==> src/rtl/ram8_write_buffer_if.sv <==
// Write-request bus between the CPU-side master and the RAM8 write buffer,
// plus the registered load/select/data triple that feeds the bank demux.
interface ram8_write_buffer_if #(
    parameter int DEPTH = 4,
    parameter int WIDTH = 16
);
    localparam int CW = $clog2(DEPTH) + 1;

    logic             wr_valid;
    logic             wr_ready;
    logic [2:0]       wr_addr;
    logic [WIDTH-1:0] wr_data;
    logic             out_load;
    logic [2:0]       out_sel;
    logic [WIDTH-1:0] out_data;
    logic             out_stall;
    logic [CW-1:0]    count;
    logic             idle;

    modport slave (
        input  wr_valid, wr_addr, wr_data, out_stall,
        output wr_ready, out_load, out_sel, out_data, count, idle
    );

    modport master (
        output wr_valid, wr_addr, wr_data, out_stall,
        input  wr_ready, out_load, out_sel, out_data, count, idle
    );
endinterface

==> src/rtl/ram8_write_buffer.sv <==
// Circular write queue with same-address coalescing, draining one registered
// (load, sel, data) triple per cycle into the RAM8 bank demultiplexer.
module ram8_write_buffer #(
    parameter int DEPTH = 4,
    parameter int WIDTH = 16
) (
    input  logic               clk,
    input  logic               reset,
    ram8_write_buffer_if.slave bus
);
    localparam int PW = $clog2(DEPTH);
    localparam int CW = PW + 1;

    logic [2:0]       addrMem [DEPTH];
    logic [WIDTH-1:0] dataMem [DEPTH];

    logic [PW-1:0]    head;
    logic [PW-1:0]    tail;
    logic [PW-1:0]    youngest;
    logic [CW-1:0]    count;
    logic [CW-1:0]    countNext;

    logic             outLoad;
    logic [2:0]       outSel;
    logic [WIDTH-1:0] outData;

    logic             ready;
    logic             accept;
    logic             refill;
    logic             pop;
    logic             coalesce;
    logic             push;

    // Handshake decode: ready depends on registered occupancy only
    always_comb begin
        ready    = (count != CW'(DEPTH));
        accept   = bus.wr_valid && ready;
        refill   = !outLoad || !bus.out_stall;
        pop      = refill && (count != '0);
        youngest = tail - PW'(1);
        // A youngest entry leaving on this edge cannot absorb the new write
        coalesce = accept && (count != '0) && (addrMem[youngest] == bus.wr_addr)
                   && !(pop && (count == CW'(1)));
        push     = accept && !coalesce;
    end

    always_comb begin
        countNext = count;
        unique case ({push, pop})
            2'b10:   countNext = count + CW'(1);
            2'b01:   countNext = count - CW'(1);
            default: countNext = count;
        endcase
    end

    // Queue storage holds no reset; occupancy alone defines which entries are live
    always_ff @(posedge clk) begin
        if (push) begin
            addrMem[tail] <= bus.wr_addr;
            dataMem[tail] <= bus.wr_data;
        end else if (coalesce) begin
            dataMem[youngest] <= bus.wr_data;
        end
    end

    always_ff @(posedge clk or posedge reset) begin
        if (reset) begin
            head  <= '0;
            tail  <= '0;
            count <= '0;
        end else begin
            if (push) begin
                tail <= tail + PW'(1);
            end
            if (pop) begin
                head <= head + PW'(1);
            end
            count <= countNext;
        end
    end

    // Output register stage: refilled from the queue head, never from the input bus
    always_ff @(posedge clk or posedge reset) begin
        if (reset) begin
            outLoad <= 1'b0;
            outSel  <= '0;
            outData <= '0;
        end else if (pop) begin
            outLoad <= 1'b1;
            outSel  <= addrMem[head];
            outData <= dataMem[head];
        end else if (refill) begin
            outLoad <= 1'b0;
        end
    end

    assign bus.wr_ready = ready;
    assign bus.out_load = outLoad;
    assign bus.out_sel  = outSel;
    assign bus.out_data = outData;
    assign bus.count    = count;
    assign bus.idle     = (count == '0) && !outLoad;
endmodule

==> src/flat_wrapper.sv <==
// flat-port wrapper written by rule: the top's interface ports become plain ports
module ram8_write_buffer_flat 
#(
    parameter int DEPTH = 4,
    parameter int WIDTH = 16
)
  (clk, reset, bus_wr_valid, bus_wr_addr, bus_wr_data, bus_out_stall, bus_wr_ready, bus_out_load, bus_out_sel, bus_out_data, bus_count, bus_idle);
  ram8_write_buffer_if #(.DEPTH(DEPTH), .WIDTH(WIDTH)) bus_i ();
  input  logic clk;
  input  logic reset;
  input wire logic [$bits(bus_i.wr_valid)-1:0] bus_wr_valid;
  input wire logic [$bits(bus_i.wr_addr)-1:0] bus_wr_addr;
  input wire logic [$bits(bus_i.wr_data)-1:0] bus_wr_data;
  input wire logic [$bits(bus_i.out_stall)-1:0] bus_out_stall;
  output wire logic [$bits(bus_i.wr_ready)-1:0] bus_wr_ready;
  output wire logic [$bits(bus_i.out_load)-1:0] bus_out_load;
  output wire logic [$bits(bus_i.out_sel)-1:0] bus_out_sel;
  output wire logic [$bits(bus_i.out_data)-1:0] bus_out_data;
  output wire logic [$bits(bus_i.count)-1:0] bus_count;
  output wire logic [$bits(bus_i.idle)-1:0] bus_idle;
  assign bus_i.wr_valid = bus_wr_valid;
  assign bus_i.wr_addr = bus_wr_addr;
  assign bus_i.wr_data = bus_wr_data;
  assign bus_i.out_stall = bus_out_stall;
  assign bus_wr_ready = bus_i.wr_ready;
  assign bus_out_load = bus_i.out_load;
  assign bus_out_sel = bus_i.out_sel;
  assign bus_out_data = bus_i.out_data;
  assign bus_count = bus_i.count;
  assign bus_idle = bus_i.idle;
  ram8_write_buffer #(.DEPTH(DEPTH), .WIDTH(WIDTH)) u_core (.clk(clk), .reset(reset), .bus(bus_i));
endmodule
==> config.mk <==
export PLATFORM = sky130hd
export DESIGN_NAME = ram8_write_buffer_flat
export DESIGN_NICKNAME = d
export VERILOG_FILES = /design/src/rtl/ram8_write_buffer_if.sv /design/src/rtl/ram8_write_buffer.sv /design/src/flat_wrapper.sv
export SDC_FILE = /design/constraint.sdc
export NUM_CORES = 1
export LEC_CHECK = 0
export ABC_CLOCK_PERIOD_IN_PS = 3510
export CAP_MARGIN = 10
export CORE_MARGIN = 5
export CORE_UTILIZATION = 50
export CTS_CLUSTER_SIZE = 12
export DETAILED_ROUTE_END_ITERATION = 7
export PLACE_DENSITY = 0.72
export SLEW_MARGIN = 20
export SYNTH_ARGS = -nofsm -noshare
export SYNTH_HDL_FRONTEND = slang
export SYNTH_SLANG_ARGS = --single-unit
==> constraint.sdc <==
create_clock -name clk -period 3.51 [get_ports clk]
set_clock_uncertainty 0.05 [all_clocks]
set_input_delay 1.053 -clock clk [delete_from_list [all_inputs] [get_ports clk]]
set_output_delay 1.053 -clock clk [all_outputs]
set_load 0.01 [all_outputs]
Yosys cells after proc, flatten, opt, wreduce, memory -nomap -nowiden
Memory sizes are Yosys's and may differ from the RTL's. A register that Yosys moved wholly into a read port is not among the register bits. Cells that the tools add are included.

Flip-flop bits (word level): 8. Latch bits: 0. Memory bits (writable): 76. ROM bits: 0. Input bits: 23. Output and inout bits: 25. Word-level logic and storage cells: 45. Memories kept: 2.

Memory list: u_core.dataMem (words 4, bits a word 16, read ports 1, clocked after Yosys merged registers in 1, wr ports 1, RTL line ram8_write_buffer.sv:15) `logic [WIDTH-1:0] dataMem [DEPTH];`; u_core.addrMem (words 4, bits a word 3, read ports 2, clocked after Yosys merged registers in 1, wr ports 1, RTL line ram8_write_buffer.sv:14) `logic [2:0] addrMem [DEPTH];`.

$add $sub $neg: 5. Multiply operators: 0. Div/mod/pow operators: 0. Order comparisons: 0. Eq/ne operators: 5. Shift operators: 0. Multiplexer cells: 11. Bitwise logic cells: 0. Reductions and logical operators: 18.

Operator list (number): 2-to-1 mux 16 bit (1); OR reduction 16 bit (1); logical AND 1 bit (8); 2-to-1 mux 1 bit (8); one-hot mux 3 bit (2 select lines) (1); adder 2 x 1 -> 2 bit, second input constant (2); logical NOT 1 bit (4); nonzero test 2 bit (2); adder 3 x 1 -> 3 bit, second input constant (1); == test 3 x 1 -> 1 bit, second input constant (1); == test 3 bit (1); logical NOT 3 bit (1); inequality test 3 bit, second input constant (1); nonzero test 3 bit (1); subtractor 3 x 1 -> 3 bit, second input constant (1); == test 2 x 1 -> 1 bit, second input constant (1); == test 2 bit, second input constant (1); 2-to-1 mux 2 bit (1); subtractor 2 x 1 -> 2 bit, second input constant (1); logical OR 1 bit (1).

Depth between registers and ports, before layout
Word-level depth: 12. Mapped depth: 12. Gate-level depth less buffers: 10.

Worst setup path after synthesis
Ideal clock, no wire load.

Path type: register to register. From: register u_core.tail[0]. To: memory u_core.dataMem[0][0] (enable). Library setup time: 0.396 ns. Arrival: 2.785 ns. Data required time: 3.064 ns. Slack: 0.279 ns. Cell stages (with the launch flop): 9. Buffers on the path: 2. Clock period less this slack: 3.231 ns. Cell sequence: dfrtp_1 buf_6 inv_1 ha_1 clkbuf_1 mux4_2 xnor2_2 nand4_2 mux2i_1.

Word-level cells in the longest chain between the ends: 11. Elaborated cells on any way between the ends: 15. Classes of those cells: add/sub: 1; eq/ne: 1; mux: 7; reduce/logical: 5; memory: 1.

Ends and longest elaborated chain: start: declaration (RTL line ram8_write_buffer.sv:18) `logic [PW-1:0] tail;`; start signal: assignment (RTL line ram8_write_buffer.sv:73) `tail <= tail + PW'(1);`; subtractor 2 x 1 -> 2 bit * (RTL line ram8_write_buffer.sv:40) `youngest = tail - PW'(1);`; net u_core.youngest[0] (RTL line ram8_write_buffer.sv:19) `logic [PW-1:0] youngest;`; memory read (4 x 3 bit); == test 3 bit (RTL line ram8_write_buffer.sv:42) `coalesce = accept && (count != '0) && (addrMem[youngest] == bus.wr_addr)`; logical AND 1 bit (RTL line ram8_write_buffer.sv:42); logical AND 1 bit (RTL line ram8_write_buffer.sv:43) `&& !(pop && (count == CW'(1)));`; logical NOT 1 bit (RTL line ram8_write_buffer.sv:44) `push = accept && !coalesce;`; logical AND 1 bit (RTL line ram8_write_buffer.sv:44); 2-to-1 mux 1 bit (RTL line ram8_write_buffer.sv:58) `if (push) begin`; 2-to-1 mux 1 bit (not written as such) (RTL line ram8_write_buffer.sv:62) `dataMem[youngest] <= bus.wr_data;`; OR reduction 16 bit (no line); 2-to-1 mux 2 bit (no line) / 2-to-1 mux 1 bit (equally long branches); end: declaration (RTL line ram8_write_buffer.sv:15).

The timed path passes the listed nets; every way through them passes the cells marked *.

Worst setup path after layout
From: register u_core.count[0] (netlist: u_core.bus.count[0]). To: output port bus_idle.

Word-level cells in the longest chain between the ends: 2.

Ends and longest elaborated chain: start: declaration (RTL line ram8_write_buffer.sv:20) `logic [CW-1:0] count;`; start signal: assignment (RTL line ram8_write_buffer.sv:78) `count <= countNext;`; logical NOT 3 bit (RTL line ram8_write_buffer.sv:102) `assign bus.idle = (count == '0) && !outLoad;`; logical AND 1 bit (RTL line ram8_write_buffer.sv:102); end: declaration (RTL line flat_wrapper.sv:20) `output wire logic [$bits(bus_i.idle)-1:0] bus_idle;`.

No other way between the ends.

==> metrics.txt <==
Post-Syn Nets=244; first-pass GRT wire length=11,550 um; crit-path cells=inv_1 -> ha_1 -> nand2_1 -> nor2_1 -> clkdlybuf4s50_1; status=finished clean; R2R Path Start=u_core.tail[1]; TritonCTS clock tree=built; die height=102.0 um; CP max-delay cell=clkdlybuf4s50_1; Max-slew headroom=0.7324; hold slack=~0.45 ns; FF-to-FF End=u_core.dataMem[3][10]; WL per Instance=18.08 um; most common cell in the netlist=edfxtp_1; Crit path largest cell delay=roughly 0.54 ns; final slew viol count=0; CTS H-tree depth=3; Seq cells post-synth=between 100 and 150; vias per cell=5.308; Crit path arrival time=1.89 ns; Final Cycle Share=0.8529; Flop pwr share=0.418; die width=slightly above 100 um; Routed WL=6924 um; sequential area share after synthesis=0.6990; hold path endpoint=u_core.bus.out_sel[2]; VDD IR max=~390 uV; Cells after Synth=between 200 and 250; n_diodes=0; Async SR Flop Fraction=0.2621; Cell Rows=33; Clock Power Share=0.170; Overall Power=0.004479 W; Synth top cells by count=edfxtp_1 (76), dfrtp_1 (27), mux4_2 (22); Vias=2,033; PostCTS Resize Cnt=0; layout cell share with drive strength beyond 1=0.2878; 1st-pass router iterations=4; fill cell count=580; fmax=0.3340 GHz; vias in the first global route=2,228; largest cells by area after synthesis=edfxtp_1 (54%), dfrtp_1 (16%), mux4_2 (12%); clock slew at reported path FFs=0.10 ns; switching part of the total=0.3121; internal reg-to-reg setup slack=0.69 ns; final number of hold-violating endpoints=0; Starting Density=0.5150; aggregate global routing overflow=0; Max-Cap Viols=0; Worst-Skew Late Latency=0.35 ns; NumNets Final=305; Final setup violation count=0; postcts setup bufs=0; CTS Sinks=103; power density over the cells=873.0 nW/um^2; yosys warns=0; Post-DRT Antenna Nets=0; multi-input logic area=1216 sq um; Leakage=approximately 1.8 nW; clock root cell=clkbuf_8; Synth Cell Area=about 4200 sq um; initial antenna violation count=0; Finished Core Util=0.6245; Synth Flop Type=edfxtp_1; I/O pin count=48; min cycle time layout=between 2 and 3 ns; Reg2Reg Depth=7; CTS buffer count=9; TNS Setup=0 ns; CP endpoint kind=output port; internal power=0.003081 W; sw power=0.001398 W; # DRC=0; largest net degree at the start of global routing=28; syn avg cell area=19.96 sq um; Reg area=2958 sq um; hold depth=1; CTS hold repair buffers=0; CTS Buffer Depth=2; total track usage=0.1502; min-delay worst type=reg2reg; RSZ-0062 raised after global routing=false; Comb pwr share=0.413; required time of the critical path=2.41 ns; CORE AREA=8217 sq um; Area Overhead vs Synth=21.26%; initial drt markers=53; Worst Max-Slew Pin Slew=0.4014 ns; PortBufs=47; Synth area leader=edfxtp_1; library cells used by synthesis=30; Final Wtd Congestion=~0.77; startpoint types=flop; Post-DP HPWL=4734 um; worst-path fanout max=5; min-delay src=u_core.bus.out_sel[2]; post-synth top area share=0.5393; die area=~10,000 sq um; Post-synth EDFFs=76; Setup CP Type=reg2out
==> how the worst max path moves through the flow <==
stage | start | endpoint
6_report | u_core.bus.count[0] | bus_idle
5_1_grt | u_core.bus.count[0] | bus_idle
4_1_cts | u_core.bus.count[0] | bus_idle
3_5_place_dp | bus_out_stall | u_core.dataMem[3][4]
3_3_place_gp | bus_out_stall | u_core.dataMem[2][4]
2_1_floorplan | u_core.tail[0] | u_core.dataMem[0][0]
==> per-stage QoR <==
stage	std cells	setup slack (ns)	instance area, sq um
floorplan	212	0.2786	4232
global route	383	0.3598	5131
global placement	367	0.2948	4917
finish	383	0.5164	5131
CTS	383	0.4906	5131
detailed placement	367	0.2773	4917
==> area by class of cell <==
class | count | share of cell area
multi-input combinational | 92 | 0.2370
clock buffer | 9 | 0.02414
inverter | 9 | 0.006584
tap | 105 | 0.02560
timing repair buffer | 58 | 0.1127
sequential | 103 | 0.5764
clock inverter | 7 | 0.01756
==> worst max-delay path: cells and delay by family, from the launching register on <==
family / cells / cell delay, ns
AND/OR/NAND/NOR: 2 / 0.16
buffers and inverters: 2 / 0.65
flip-flops: 1 / 0.45
adder cells (fa/ha/maj): 1 / 0.27
==> placed cells by master (no fill, tap or decap), types with 2 or more instances in the layout <==
master / n
edfxtp_1: 76
clkdlybuf4s50_1: 47
dfrtp_1: 27
mux4_2: 22
mux2_2: 18
inv_1: 9
ha_1: 9
clkbuf_8: 9
buf_4: 9
nand2_1: 8
xnor2_1: 5
and2_1: 4
nand3_1: 4
mux2i_2: 4
xnor2_4: 2
nor2_1: 2
inv_6: 2
clkinvlp_4: 2
buf_12: 2
==> power by group through the flow <==
stage          Clock (W)  Combinational [W]  Sequential [W]
6_report        0.000760            0.00185         0.00187
5_1_grt         0.000834            0.00202         0.00192
4_1_cts         0.000781            0.00190         0.00188
3_5_place_dp           0            0.00189         0.00190
3_3_place_gp           0            0.00187         0.00188
2_1_floorplan          0            0.00116         0.00195
==> sequential cells by signal, summed over array words and instances (netlist names) <==
register	cells
u_core.dataMem	64
u_core.bus.out_data	16
u_core.addrMem	12
u_core.bus.count	3
u_core.bus.out_sel	3
u_core.head	2
u_core.tail	2
u_core.bus.out_load	1
==> layer usage <==
metal / routed length (um) / track usage / vias up
met5: 0 / 0 / -
met4: 92 / 0.04541 / 0
met3: 333 / 0.03003 / 11
met2: 3398 / 0.2374 / 47
met1: 3100 / 0.2140 / 1032
li1: - / - / 943
==> cells by family after synthesis <==
group	after synthesis	synth area share
buffers and inverters	17	0.01804
AND/OR/NAND/NOR	22	0.02721
XOR/XNOR	9	0.02927
multiplexers	47	0.1830
AO/OA/AOI/OAI	5	0.01685
flip-flops	103	0.6990
adder cells (fa/ha/maj)	9	0.02661
(Power assumes the default switching activity.)
